`src/rtl/mac_dot_seq.sv`:
```
// Dot-product sequencer built around the signed 8x8 MAC datapath
// (radix-4 Booth partial products, 3:2 carry-save tree, ripple final adder).

module mac_booth_pp (
    input  logic [7:0]        a,
    input  logic [7:0]        b,
    output logic [3:0][15:0]  pp
);

    logic [15:0] a_ext;
    logic [15:0] a_neg;
    logic [8:0]  b_ext;
    logic [2:0]  grp;
    logic [15:0] digit;

    // Each overlapping 3-bit window of b selects one of {0, +-a, +-2a}.
    // Partial products are kept 16 bits wide; wrap is the wanted result.
    always_comb begin
        a_ext = {{8{a[7]}}, a};
        a_neg = ~a_ext + 16'd1;
        b_ext = {b, 1'b0};
        grp   = '0;
        digit = '0;
        pp    = '0;
        for (int i = 0; i < 4; i++) begin
            grp = b_ext[2*i +: 3];
            case (grp)
                3'b001, 3'b010: digit = a_ext;
                3'b011:         digit = {a_ext[14:0], 1'b0};
                3'b100:         digit = {a_neg[14:0], 1'b0};
                3'b101, 3'b110: digit = a_neg;
                default:        digit = '0;
            endcase
            pp[i] = digit << (2 * i);
        end
    end

endmodule

module mac_csa32 #(
    parameter int W = 16
) (
    input  logic [W-1:0] x,
    input  logic [W-1:0] y,
    input  logic [W-1:0] z,
    output logic [W-1:0] sum,
    output logic [W-1:0] carry
);

    logic [W-1:0] maj;

    // Carry is returned already weighted (shifted up one place).
    assign sum   = x ^ y ^ z;
    assign maj   = (x & y) | (x & z) | (y & z);
    assign carry = {maj[W-2:0], 1'b0};

endmodule

module mac_cpa #(
    parameter int W = 16
) (
    input  logic [W-1:0] x,
    input  logic [W-1:0] y,
    output logic [W-1:0] sum
);

    logic [W:0] c;

    assign c[0] = 1'b0;

    for (genvar i = 0; i < W; i++) begin : g_bit
        assign sum[i]   = x[i] ^ y[i] ^ c[i];
        assign c[i+1]   = (x[i] & y[i]) | (c[i] & (x[i] ^ y[i]));
    end

endmodule

module mac_s8x8 (
    input  logic [7:0]  a,
    input  logic [7:0]  b,
    input  logic [15:0] acc,
    output logic [15:0] result
);

    logic [3:0][15:0] pp;
    logic [15:0]      s1, c1, s2, c2, s3, c3;

    mac_booth_pp u_pp (
        .a  (a),
        .b  (b),
        .pp (pp)
    );

    mac_csa32 #(.W(16)) u_csa1 (.x(pp[0]), .y(pp[1]), .z(pp[2]), .sum(s1), .carry(c1));
    mac_csa32 #(.W(16)) u_csa2 (.x(s1),    .y(c1),    .z(pp[3]), .sum(s2), .carry(c2));
    mac_csa32 #(.W(16)) u_csa3 (.x(s2),    .y(c2),    .z(acc),   .sum(s3), .carry(c3));

    mac_cpa #(.W(16)) u_cpa (
        .x   (s3),
        .y   (c3),
        .sum (result)
    );

endmodule

module mac_dot_seq #(
    parameter int LEN_W = 8
) (
    input  logic             clk,
    input  logic             rst,
    input  logic             start,
    input  logic [LEN_W-1:0] len,
    input  logic [15:0]      acc_init,
    output logic             busy,
    input  logic             in_valid,
    output logic             in_ready,
    input  logic [7:0]       in_a,
    input  logic [7:0]       in_b,
    output logic             res_valid,
    input  logic             res_ready,
    output logic [15:0]      res_data,
    output logic [LEN_W-1:0] count
);

    typedef enum logic [1:0] {
        ST_IDLE = 2'd0,
        ST_RUN  = 2'd1,
        ST_DONE = 2'd2
    } state_t;

    state_t           state_q, state_d;
    logic [15:0]      acc_q, acc_d;
    logic [LEN_W-1:0] count_q, count_d;
    logic [LEN_W-1:0] remaining_q, remaining_d;
    logic [15:0]      mac_out;

    mac_s8x8 u_mac (
        .a      (in_a),
        .b      (in_b),
        .acc    (acc_q),
        .result (mac_out)
    );

    always_ff @(posedge clk) begin
        if (rst) begin
            state_q     <= ST_IDLE;
            acc_q       <= '0;
            count_q     <= '0;
            remaining_q <= '0;
        end else begin
            state_q     <= state_d;
            acc_q       <= acc_d;
            count_q     <= count_d;
            remaining_q <= remaining_d;
        end
    end

    // Handshake outputs decode from state only, so in_ready never waits on in_valid.
    always_comb begin
        state_d     = state_q;
        acc_d       = acc_q;
        count_d     = count_q;
        remaining_d = remaining_q;
        busy        = 1'b0;
        in_ready    = 1'b0;
        res_valid   = 1'b0;
        case (state_q)
            ST_IDLE: begin
                if (start) begin
                    acc_d       = acc_init;
                    count_d     = '0;
                    remaining_d = len;
                    state_d     = (len != '0) ? ST_RUN : ST_DONE;
                end
            end
            ST_RUN: begin
                busy     = 1'b1;
                in_ready = 1'b1;
                if (in_valid) begin
                    acc_d       = mac_out;
                    count_d     = count_q + LEN_W'(1);
                    remaining_d = remaining_q - LEN_W'(1);
                    if (remaining_q == LEN_W'(1)) begin
                        state_d = ST_DONE;
                    end
                end
            end
            ST_DONE: begin
                busy      = 1'b1;
                res_valid = 1'b1;
                if (res_ready) begin
                    state_d = ST_IDLE;
                end
            end
            default: begin
                state_d = ST_IDLE;
            end
        endcase
    end

    assign res_data = acc_q;
    assign count    = count_q;

endmodule

```
`config.mk`:
```
export PLATFORM = sky130hd
export DESIGN_NAME = mac_dot_seq
export DESIGN_NICKNAME = d
export VERILOG_FILES = /design/src/rtl/mac_dot_seq.sv
export SDC_FILE = /design/constraint.sdc
export NUM_CORES = 1
export LEC_CHECK = 0
export CAP_MARGIN = 20
export CORE_AREA = 2 2 112 114
export DETAILED_ROUTE_END_ITERATION = 8
export DIE_AREA = 0 0 114 116
export GPL_TIMING_DRIVEN = 0
export PLACE_DENSITY = 0.61
export SLEW_MARGIN = 5
export SYNTH_ARGS = -nofsm -noshare
export SYNTH_HDL_FRONTEND = slang
export SYNTH_SLANG_ARGS = --single-unit
```
`constraint.sdc`:
```
create_clock -name clk -period 23.2 [get_ports clk]
set_input_delay 3.48 -clock clk [delete_from_list [all_inputs] [get_ports clk]]
set_output_delay 3.48 -clock clk [all_outputs]
set_load 0.01 [all_outputs]
```
==> impl_metrics.json <==
{
  "max_freq_ghz": 0.0880,
  "grt.overflow.total": 0,
  "die_area_um2": 13200,
  "antennaDiodeCount": 0,
  "ys_ff_latch": 34,
  "cts_resized": 0,
  "cp_common_cell": "fa_1",
  "r2r_cells": 25,
  "cp.arrival_ps": 11570,
  "ir_drop_mv": 0.101,
  "cp-startpoint": "in_a[0]",
  "start_kind": "primary input",
  "synthDistinctLibCells": 68,
  "power_density_nw_per_um2": 92.6,
  "routedWlPerCell_um": 18.5,
  "vias": 4728,
  "initial_utilization": 0.397,
  "slowest_delay_ps": 700,
  "syn-cell-area_um2": 4720,
  "htree_levels": 2,
  "max_cap_violations": 0,
  "postSynthNetCount": 712,
  "finalSetupViolations": 0,
  "numCtsBuffers": 5,
  "crit_slowest_cell": "clkdlybuf4s50_1",
  "grt_pass1_vias": 4397,
  "vias_per_cell": 5.72,
  "final_cells": 827,
  "cts-root-buf": "clkbuf_16",
  "tightest_slew_ps": 700,
  "antenna_found_initial": 0,
  "yosysTopAreaCell": "fa_1",
  "drt_iter0_drc": 494,
  "timing.rr.end": "res_data[15]",
  "portBuffers": 68,
  "core_um2": 11900,
  "endpoint_kind": "flop",
  "cts_sinks": 34,
  "endpoint": "res_data[15]",
  "synth_edf_count": 0,
  "finalCriticalPeriod_ps": 11360,
  "relSlewSlack": 0.532,
  "clk_pin_slew_ps": 60,
  "worstPathRequired_ps": 23400,
  "clock_skew_ps": 6.67,
  "path_class": "in -> reg",
  "min_path_cells": 2,
  "place_congestion": 0.963,
  "ant_nets": 0,
  "synthArstFlopShare": 0,
  "rrSetupSlack_ps": 17000,
  "io_pins": 72,
  "ctsHoldBuffers": 0,
  "clockBufferDepth": 2,
  "crit_fanout": 8,
  "final_nets": 787,
  "drc": 0,
  "slew_violations": 0,
  "timing.rr.start": "res_data[1]",
  "hpwl_um": 12200,
  "rsz0062_at_grt": "no",
  "place_inst": 819,
  "grt_pass1_wl_um": 24100,
  "post_cts_buffers": 0,
  "tns_ps": 0,
  "synth_top_cells_by_area": "fa_1 19%, dfxtp_1 14%, nor2_1 5.7%",
  "status": "completed",
  "p_leak_nw": 2.28,
  "wirelength_um": 15300,
  "syn_avg_cell_area_um2": 7.82,
  "clk_latency_ps": 280,
  "synth_ff_type": "dfxtp_1",
  "synth_top_area_frac": 0.186,
  "area_growth_pct": 22.5,
  "drive_above_1_share": 0.0529,
  "grt_max_degree": 12,
  "ys_warn_count": 0,
  "min_path_type": "reg -> reg",
  "synthCells": 604,
  "cts_tree": "done",
  "hold_viol": 0,
  "timing.final.crit_share": 0.490,
  "fp.dieH_um": 116,
  "rows": 40,
  "num-fill-cells": 1190,
  "dr.pass1.iters": 5,
  "die_w_um": 114,
  "synth_seq_area_share": 0.144,
  "grt_usage": 0.233
}
==> synth_stat cells, types with 4 or more instances <==
library cell and count:
xor2_1 14, clkbuf_1 24, xnor2_1 17, o211ai_1 7
buf_1 10, and3_1 4, o221ai_1 4, o22ai_1 6
a31oi_1 8, nor2b_1 8, o21ai_0 39, nor2_1 72
a21oi_1 39, dfxtp_1 34, o21ai_1 4, nor3_1 4
or3_1 4, ha_1 19, a211oi_1 19, and2_1 4
nand2_1 67, a221oi_1 5, fa_1 44, a22oi_1 5
nand2b_1 11, mux2i_1 18, buf_2 8, nand3_1 9
inv_1 42
==> logic make-up after synthesis <==
| logic type | count (synthesis) | synth area share |
|---|---|---|
| simple gates | 197 | 0.192 |
| mux | 20 | 0.0434 |
| buf+inv | 88 | 0.0752 |
| flops | 34 | 0.144 |
| fa+ha+maj | 63 | 0.237 |
| compound gates | 169 | 0.242 |
| xor+xnor | 33 | 0.0657 |
==> cells in the final DEF (no fill, tap or decap), drive strengths merged, types with 3 or more instances in the layout <==
| master | count |
|---|---|
| a221o | 3 |
| o21ai | 44 |
| nor4 | 4 |
| and3 | 4 |
| a221oi | 5 |
| and2 | 5 |
| a21oi | 40 |
| inv | 44 |
| a31oi | 9 |
| clkbuf | 30 |
| xnor2 | 18 |
| o22ai | 6 |
| o2bb2ai | 3 |
| clkdlybuf4s50 | 68 |
| a22oi | 5 |
| nand3 | 10 |
| o211ai | 8 |
| buf | 20 |
| a2bb2oi | 4 |
| nor3 | 5 |
| nand2b | 11 |
| fa | 44 |
| mux2i | 19 |
| o221ai | 4 |
| nor2 | 73 |
| a211oi | 19 |
| nand2 | 68 |
| nand4 | 3 |
| xor2 | 14 |
| dfxtp | 34 |
| nor2b | 9 |
| ha | 19 |
| or3 | 4 |
==> worst min path at each step <==
stage / startpoint / to
after floorplan: remaining_q[1] / remaining_q[1]
after global placement: count[7] / count[7]
after detailed placement: count[7] / count[7]
after CTS: remaining_q[1] / remaining_q[1]
after global routing: remaining_q[1] / remaining_q[1]
final: count[7] / count[7]
==> per-stage QoR <==
stage / util / cell area [µm²] / worst slack [ps] / total power [mW] / hold WS, ps
after CTS: 0.486 / 5790 / 11720 / 0.542 / 497
after global routing: 0.486 / 5790 / 11230 / 0.592 / 522
after detailed placement: 0.469 / 5590 / 11490 / 0.449 / 489
after floorplan: - / 4720 / 12880 / 0.346 / 459
final: 0.486 / 5790 / 11840 / 0.536 / 492
after global placement: 0.469 / 5590 / 11510 / 0.445 / 471
==> layer usage <==
| layer | track usage | wire length, µm |
|---|---|---|
| met5 | 0 | 0 |
| met4 | 0.0480 | 278 |
| met3 | 0.0382 | 1120 |
| met2 | 0.352 | 6850 |
| met1 | 0.352 | 7040 |
==> worst max-delay path: cells and delay by family <==
family	cells	cell delay, ps
simple gates	1	210
fa+ha+maj	15	4820
buf+inv	7	1410
xor+xnor	6	1100
compound gates	3	550
==> power breakdown <==
| part | switching [mW] | internal, mW |
|---|---|---|
| clock | 0.0259 | 0.0645 |
| sequential | 0.0191 | 0.0769 |
| combinational | 0.190 | 0.159 |
==> layout make-up <==
class,instances,area (µm²),share of cell area
clock inverter,2,60.1,0.0104
buffer,44,190,0.0329
timing repair buffer,68,681,0.118
tap,147,184,0.0318
multi-input combinational,482,3690,0.637
clock buffer,6,139,0.0240
sequential,34,681,0.118
inverter,44,165,0.0285
==> state kept, by name, indices dropped and copies added (netlist names) <==
| register | count |
|---|---|
| count | 8 |
| state_q | 2 |
| res_data | 16 |
| remaining_q | 8 |
No activity file was read; power rests on OpenSTA's default activity.
==> RTL edit (same flow settings) <==
Set the parameter `LEN_W` to 16 (it was 8).
--- a/src/rtl/mac_dot_seq.sv
+++ b/src/rtl/mac_dot_seq.sv
@@ -105,5 +105,5 @@
 
 module mac_dot_seq #(
-    parameter int LEN_W = 8
+    parameter int LEN_W = 16
 ) (
     input  logic             clk,
Ports: changed (resized count and len); port bits go from 72 to 88. The function was not compared with the original's and may differ.
==> RTL edit against the original RTL <==
- fmax is 0.16% lower
- sequential power up 45%
- total power increased by 24%
- cell area rose by 13%
- sequential cell count is 16 higher
- routed wire length grew 15%
- setup slack got worse by 0.018 ns
- register-to-register slack worse by 0.11 ns
- synthesized area is 14% higher
==> RTL edit: results (changes against the original RTL) <==
- Outcome: finished clean
- Met3 wire len: 1.06 mm (-5.7%)
- Number of cells upsized or downsized after cts: 0 (unchanged)
- Worst Setup SP: in_b[3]
- Busiest metal layer after global routing: met2
- Worst slew pin tran: 0.837 ns (+0.136 ns)
- Synth cell types: 54 (-21%)
- CTS Buffer Depth: 2 (unchanged)
- Layout cells sized above 1: 0.0188 (-0.0341)
- Post-Place Setup Slack: 11.51 ns (+0.0282 ns)
- Vias in the first global route: 5,273 (+20%)
- Mapped Nets: 825 (+16%)
- Initial antenna violation count: 0 (unchanged)
- Max Clock Skew: 0.0115 ns (+0.00482 ns)
- Syn Inst Count: 709 (+17%)
- GR Layer Usage met2: 0.473 (+0.121)
- Clk root buf: clkbuf_16
- GRT met1 Usage: 0.354 (+0.00109)
- Vias per Instance: 5.88 (+2.9%)
- Reg2Reg Setup Slack: 16.89 ns (-0.11 ns)
- CTS Buf Count: 5 (unchanged)
- Wl on met1: 7.52 mm (+6.9%)
- Max Used Layer: met4
- Total Wirelength: 17.6 mm (+15%)
- GR met3 Demand/Resource: 0.0214 (-0.0167)
- GRT Util Overall: 0.269 (+0.0357)
- Synth top area cells: dfxtp_1, fa_1, nor2_1
- DR WL met2: 8.67 mm (+26%)
- P_sw: 0.313 mW (+33%)
- Cts hold-fix bufs: 0 (unchanged)
- Commonest register cell after synthesis: dfxtp_1
- Peak per-stage delay on the critical path: 0.53 ns (-0.17 ns)
- Flop pwr share: 0.209 (+0.030)
- 1st-iter DRT viols: 569 (+15%)
- Final setup violation count: 0 (unchanged)
- Largest net degree at the start of global routing: 15 (+3)
- Pwr Total: 0.665 mW (+24%)
- Gpl congestion: 0.928 (-3.6%)
- DR pass1 iterations: 5 (unchanged)
- H-tree depth: 2 (unchanged)
- Number of placed instances, taps included: 936 (+14%)
- Register area share after synthesis: 0.186 (+0.0419)
- VDD IR max: 82.3 uV (-18%)
- Crit-path leading delay family: adder cells
- WP data arrival: 11.54 ns (-0.03 ns)
- First-pass GRT wire length: 28.0 mm (+16%)
- Tmin final: 11.38 ns (+0.0183 ns)
- Critical R2R Launch: res_data[1]$_SDFFE_PP0P_
- PortBufs: 80 (+18%)
- Comb power: 0.441 mW (+26%)
- P_leak: 2.51 nW (+9.8%)
- Commonest cells post-synth: nor2_1, nand2_1, a21oi_1, dfxtp_1
- WL/cell: 18.7 um (+1.2%)
- Nets: 912 (+16%)
- Post-placement cell area: 6370 um^2 (+14%)
- Critical path peak fanout: 10 (+2)
- Clk_lat worst skew: 0.29 ns
- HPWL Detailed: 14.2 mm (+16%)
- Worst reg2reg path depth: 26 (+4.0%)
[RTL edit: worst register-to-register path, delay by kind of cell, from the launching register on]
kind | cells | cell delay [ns]
fa+ha+maj | 15 | 4.46
xor+xnor | 6 | 1.01
flops | 1 | 0.33
buf+inv | 4 | 0.25
compound gates | 1 | 0.14
[RTL edit: cell type report]
class | instances | area (um^2)
plain buffers | 50 | 190
multi-input cells | 560 | 4010
flip-flops and latches | 50 | 1000
repair buffers | 80 | 801
well taps | 147 | 184
inverters | 49 | 184
clock buffers | 6 | 139
clock inverters | 1 | 30.0
fillers | 1152 | 5380
[RTL edit: worst min-delay path by stage]
stage | from | end | slack, ns | cells past startpoint
CTS | remaining_q[1]$_SDFFE_PP0P_ | remaining_q[1]$_SDFFE_PP0P_ | 0.51 | 2
global placement | remaining_q[1]$_SDFFE_PP0P_ | remaining_q[1]$_SDFFE_PP0P_ | 0.49 | 2
finish | remaining_q[10]$_SDFFE_PP0P_ | remaining_q[10]$_SDFFE_PP0P_ | 0.51 | 2
floorplan | remaining_q[1]$_SDFFE_PP0P_ | remaining_q[1]$_SDFFE_PP0P_ | 0.46 | 2
global route | remaining_q[10]$_SDFFE_PP0P_ | remaining_q[10]$_SDFFE_PP0P_ | 0.53 | 2
detailed placement | remaining_q[1]$_SDFFE_PP0P_ | remaining_q[1]$_SDFFE_PP0P_ | 0.50 | 2
[RTL edit: cells by family after synthesis]
| group | Yosys count | share of synthesized area |
|---|---|---|
| XOR/XNOR | 39 | 0.0635 |
| AO/OA/AOI/OAI | 201 | 0.239 |
| buffers and inverters | 99 | 0.0695 |
| flip-flops | 50 | 0.186 |
| adder cells (fa/ha/maj) | 63 | 0.208 |
| AND/OR/NAND/NOR | 237 | 0.197 |
| multiplexers | 20 | 0.0372 |
